--- config.mk ---
export PLATFORM = sky130hd
export DESIGN_NAME = tdm_demux2
export DESIGN_NICKNAME = d
export VERILOG_FILES = /design/src/rtl/tdm_demux2.sv
export SDC_FILE = /design/constraint.sdc
export NUM_CORES = 1
export LEC_CHECK = 0
export ABC_AREA = 1
export CORE_AREA = 2 2 39 41
export CTS_CLUSTER_DIAMETER = 40
export CTS_CLUSTER_SIZE = 40
export DETAILED_ROUTE_END_ITERATION = 16
export DIE_AREA = 0 0 41 43
export GPL_ROUTABILITY_DRIVEN = 0
export PLACE_DENSITY = 0.51
export SYNTH_ARGS = -nofsm -noshare
export SYNTH_HDL_FRONTEND = slang
export SYNTH_SLANG_ARGS = --single-unit
--- constraint.sdc ---
create_clock -name clk -period 1.8 [get_ports clk]
set_input_delay 0.27 -clock clk [delete_from_list [all_inputs] [get_ports clk]]
set_output_delay 0.27 -clock clk [all_outputs]
set_load 0.05 [all_outputs]
--- src/rtl/tdm_demux2.sv ---
// tdm_demux2 -- two-channel time-division demultiplexer / frame assembler.
//
// Accepts a stream of samples tagged channel 0 / channel 1 (alternating),
// pairs each channel-0 sample with the following channel-1 sample and
// presents the pair on out0/out1 with a one-cycle out_valid strobe.
// Out-of-order samples raise a one-cycle seq_err pulse and the assembler
// resynchronises on the newest channel-0 sample.
//
// Ports:
//   clk        rising-edge clock
//   rst        synchronous, active-high reset
//   in_data    incoming multiplexed sample (WIDTH bits)
//   in_sel     channel tag of in_data (0 = ch0, 1 = ch1)
//   in_valid   qualifies in_data/in_sel
//   out0/out1  channel samples of the last completed frame (held between frames)
//   out_valid  one-cycle pulse: new frame on out0/out1
//   seq_err    one-cycle pulse: out-of-order sample received
//   err_cnt    saturating sequence-error count (only with TDM_DEMUX_ERR_CNT_EN)
//
// Optional feature macro: TDM_DEMUX_ERR_CNT_EN adds the err_cnt port and counter.
//
// Handshake: there is no backpressure. A sample is consumed on every rising
// edge where in_valid=1 and rst=0; out_valid/seq_err are registered pulses
// visible for exactly the cycle after the consuming edge.
//
// The FSM state is held in state_q (WAIT0 = expecting ch0, WAIT1 = expecting
// ch1) so checkers can bind to it hierarchically.

module tdm_demux2 #(
  parameter int WIDTH = 1
) (
  input  logic             clk,
  input  logic             rst,
  input  logic [WIDTH-1:0] in_data,
  input  logic             in_sel,
  input  logic             in_valid,
  output logic [WIDTH-1:0] out0,
  output logic [WIDTH-1:0] out1,
  output logic             out_valid,
  output logic             seq_err
`ifdef TDM_DEMUX_ERR_CNT_EN
  ,
  output logic [7:0]       err_cnt
`endif
);

  typedef enum logic {
    WAIT0 = 1'b0,
    WAIT1 = 1'b1
  } state_e;

  state_e           state_q, state_d;
  logic [WIDTH-1:0] hold0_q, hold0_d;
  logic [WIDTH-1:0] out0_q, out0_d;
  logic [WIDTH-1:0] out1_q, out1_d;
  logic             out_valid_q, out_valid_d;
  logic             seq_err_q, seq_err_d;

  always_comb begin
    state_d     = state_q;
    hold0_d     = hold0_q;
    out0_d      = out0_q;
    out1_d      = out1_q;
    out_valid_d = 1'b0;
    seq_err_d   = 1'b0;
    if (in_valid) begin
      case (state_q)
        WAIT0: begin
          if (!in_sel) begin
            hold0_d = in_data;
            state_d = WAIT1;
          end else begin
            // ch1 with no pending ch0: drop it.
            seq_err_d = 1'b1;
          end
        end
        WAIT1: begin
          if (in_sel) begin
            out0_d      = hold0_q;
            out1_d      = in_data;
            out_valid_d = 1'b1;
            state_d     = WAIT0;
          end else begin
            // Repeated ch0: keep the newest one so a frame never pairs stale data.
            seq_err_d = 1'b1;
            hold0_d   = in_data;
          end
        end
        default: state_d = WAIT0;
      endcase
    end
  end

  always_ff @(posedge clk) begin
    if (rst) begin
      state_q     <= WAIT0;
      hold0_q     <= '0;
      out0_q      <= '0;
      out1_q      <= '0;
      out_valid_q <= 1'b0;
      seq_err_q   <= 1'b0;
    end else begin
      state_q     <= state_d;
      hold0_q     <= hold0_d;
      out0_q      <= out0_d;
      out1_q      <= out1_d;
      out_valid_q <= out_valid_d;
      seq_err_q   <= seq_err_d;
    end
  end

  assign out0      = out0_q;
  assign out1      = out1_q;
  assign out_valid = out_valid_q;
  assign seq_err   = seq_err_q;

`ifdef TDM_DEMUX_ERR_CNT_EN
  logic [7:0] err_cnt_q, err_cnt_d;

  always_comb begin
    err_cnt_d = err_cnt_q;
    if (seq_err_d && (err_cnt_q != 8'hFF)) begin
      err_cnt_d = err_cnt_q + 8'd1;
    end
  end

  always_ff @(posedge clk) begin
    if (rst) begin
      err_cnt_q <= 8'd0;
    end else begin
      err_cnt_q <= err_cnt_d;
    end
  end

  assign err_cnt = err_cnt_q;
`endif

endmodule

==> qor.csv <==
metric,value,unit
combined area of the multi-input logic cells,87.6,µm²
Worst path slowest cell,sky130_fd_sc_hd__clkdlybuf4s50_1,
total of fill cells in the finished design,164,
Final Hold Fails,0,
number of antenna violations at the first check in global routing,0,
clock tree root driver cell,sky130_fd_sc_hd__clkbuf_4,
DPL Wire Length,332,µm
# H-tree levels,1,
crit path buf inv count,1,
number of buffers inserted during clock tree synthesis,3,
global routing usage summed across all routing layers,6.42,%
"commonest non-fill, non-tap cells in the layout","sky130_fd_sc_hd__nor2_1, sky130_fd_sc_hd__nand2_1, sky130_fd_sc_hd__clkdlybuf4s50_1, sky130_fd_sc_hd__inv_1, sky130_fd_sc_hd__dfxtp_1",
worst endpoint data arrival time,1.36,ns
Port Buf Inserts,8,
normalized max-slew margin,66.9,%
number of placement rows,14,
MaxCap Viol Count,0,
count of synthesis-stage warnings from yosys,0,
post-route cell area,353,µm²
ranking of synthesized cells by area,"sky130_fd_sc_hd__dfxtp_1, sky130_fd_sc_hd__nor2_1, sky130_fd_sc_hd__nand2_1, sky130_fd_sc_hd__inv_1, sky130_fd_sc_hd__nor3b_1",
drt pass-1 iters,3,
min cycle time layout,1.63,ns
Crit path max-delay family,buffers and inverters,
Num Clock Sinks,6,
placed standard-cell area,330,µm²
number of buffers inserted for hold repair after clock tree synthesis,0,
remaining design rule violation count,0,
Avg Vias per Cell,3.60,
average wire length per cell after detail routing,6.82,µm
number of synthesized register bits,6,
result of the run,finished clean,
x dimension of the die,41,µm
clock slew at reported path FFs,0.04,ns
# diodes,0,
ordered list of cells on the worst path,clkdlybuf4s50_1,
maximum clock rate,614,MHz
area of the die,1760,µm²
critical path type,flop to output pin,
Storage cell area,120,µm²
core footprint,1380,µm²
later-pin clock latency in the skew report,0.24,ns
total count of max-transition violations in the final report,0,
setup repair after global routing missed its margin,false,
die extent in y,43,µm
Post-CTS Setup Inserts,0,
"Period Utilization, post-route",90.5,%
area fraction of the dominant cell type after synthesis,52.2,%
"commonest non-fill, non-tap cell in the layout",sky130_fd_sc_hd__nor2_1,
mean area per synthesized cell,6.98,µm²
total wire length after detailed routing,409,µm
TritonCTS clock tree,built,
delay of the slowest cell on the worst path,0.80,ns
transition at the pin with the smallest max-transition slack,0.494,ns
"Net Count, Synth",38,
Power Dens Cells,847,nW/µm²
core occupancy in the finished layout,25.5,%
worst supply voltage drop on vdd,229,µV
Nets,51,
Hold Path Class,flop to flop,
IO Pins,9,
largest area contributor in the synthesized netlist,sky130_fd_sc_hd__dfxtp_1,
starting density of the core,16.6,%
Final setup violation count,0,
cells resized by post-CTS repair,0,
maximum fanout along the worst path,2,
largest net degree at the start of global routing,6,
Max Root-Sink Buffers,2,
Setup Total Neg Slack,0,ns
required time reported for the critical path endpoint,1.53,ns
proportion of synthesized chip area in sequential cells,52.2,%
grt ovf,0,
Lkg Pwr,0.163,nW
number of antenna-violating nets in the routed design,0,
via count of the first global-routing pass,210,
iteration-0 DRC count of the detailed router,3,
area growth from synthesis to final layout,53.3,%
global-route wire length before repair,696,µm
crit path launch type,flop,
"Distinct cells, synth",7,
maximum clock skew at final layout,0.00326,ns
fraction of layout instances using a drive strength above 1,6.82,%
Mapped Cells,33,
overall via count from detail_route,216,
Syn Std Cell Area,230,µm²
total power,0.299,mW
element type at the critical path end,output pin,
==> path summary, 6_finish.rpt <==
kind / startpoint / to / slack (ns) / cells after the start
setup / recovery: out0 / out0 / 0.17 / 1
hold / removal: state_q / out_valid / 0.48 / 2
setup reg to reg: state_q / out0 / 1.01 / 3
hold reg to reg: state_q / out_valid / 0.48 / 2
==> routing by layer <==
metal / vias to the layer above / GRT usage (%) / routed length [µm]
li1: 118 / - / -
met1: 90 / 4.81 / 161
met2: 8 / 9.69 / 219
met3: 0 / 4.71 / 27
met4: 0 / 6.00 / 0
met5: - / 0 / 0
==> Yosys cell counts <==
cell,number
sky130_fd_sc_hd__inv_1,6
sky130_fd_sc_hd__nor3b_1,1
sky130_fd_sc_hd__nor2_1,10
sky130_fd_sc_hd__nand2_1,8
sky130_fd_sc_hd__nand3_1,1
sky130_fd_sc_hd__dfxtp_1,6
sky130_fd_sc_hd__o21a_1,1
==> final cells by class <==
cell class                 count  share of cell area [%]
sequential                     6                    34.0
multi-input combinational     21                    24.8
timing repair buffer           8                    22.7
clock buffer                   3                    6.38
inverter                       6                    6.38
tap                           16                    5.67
==> power by group <==
part / switching (mW) / leakage [nW] / internal (mW)
logic: 0.0215 / 0.101 / 0.0174
registers: 0.00267 / 0.0490 / 0.139
clock network: 0.0432 / 0.0138 / 0.0751
==> logic make-up (layout without fill, tap and decap cells) <==
logic type / after synthesis / after routing / share of synthesized area, %
flops: 6 / 6 / 52.2
buf+inv: 6 / 17 / 9.78
simple gates: 20 / 20 / 34.8
compound gates: 1 / 1 / 3.26
==> stage by stage <==
stage / hold WS (ns) / worst slack (ns) / cells
6_report: 0.481 / 0.172 / 60
5_1_grt: 0.519 / 0.117 / 60
4_1_cts: 0.487 / 0.163 / 60
3_5_place_dp: 0.474 / 0.420 / 57
3_3_place_gp: 0.468 / 0.435 / 57
2_1_floorplan: 0.405 / 0.881 / 33
==> registers in the layout, summed over array words and instances (netlist names) <==
| signal | flops |
|---|---|
| out_valid | 1 |
| out0 | 1 |
| out1 | 1 |
| state_q | 1 |
| hold0_q | 1 |
| seq_err | 1 |
(Power assumes the default switching activity.)
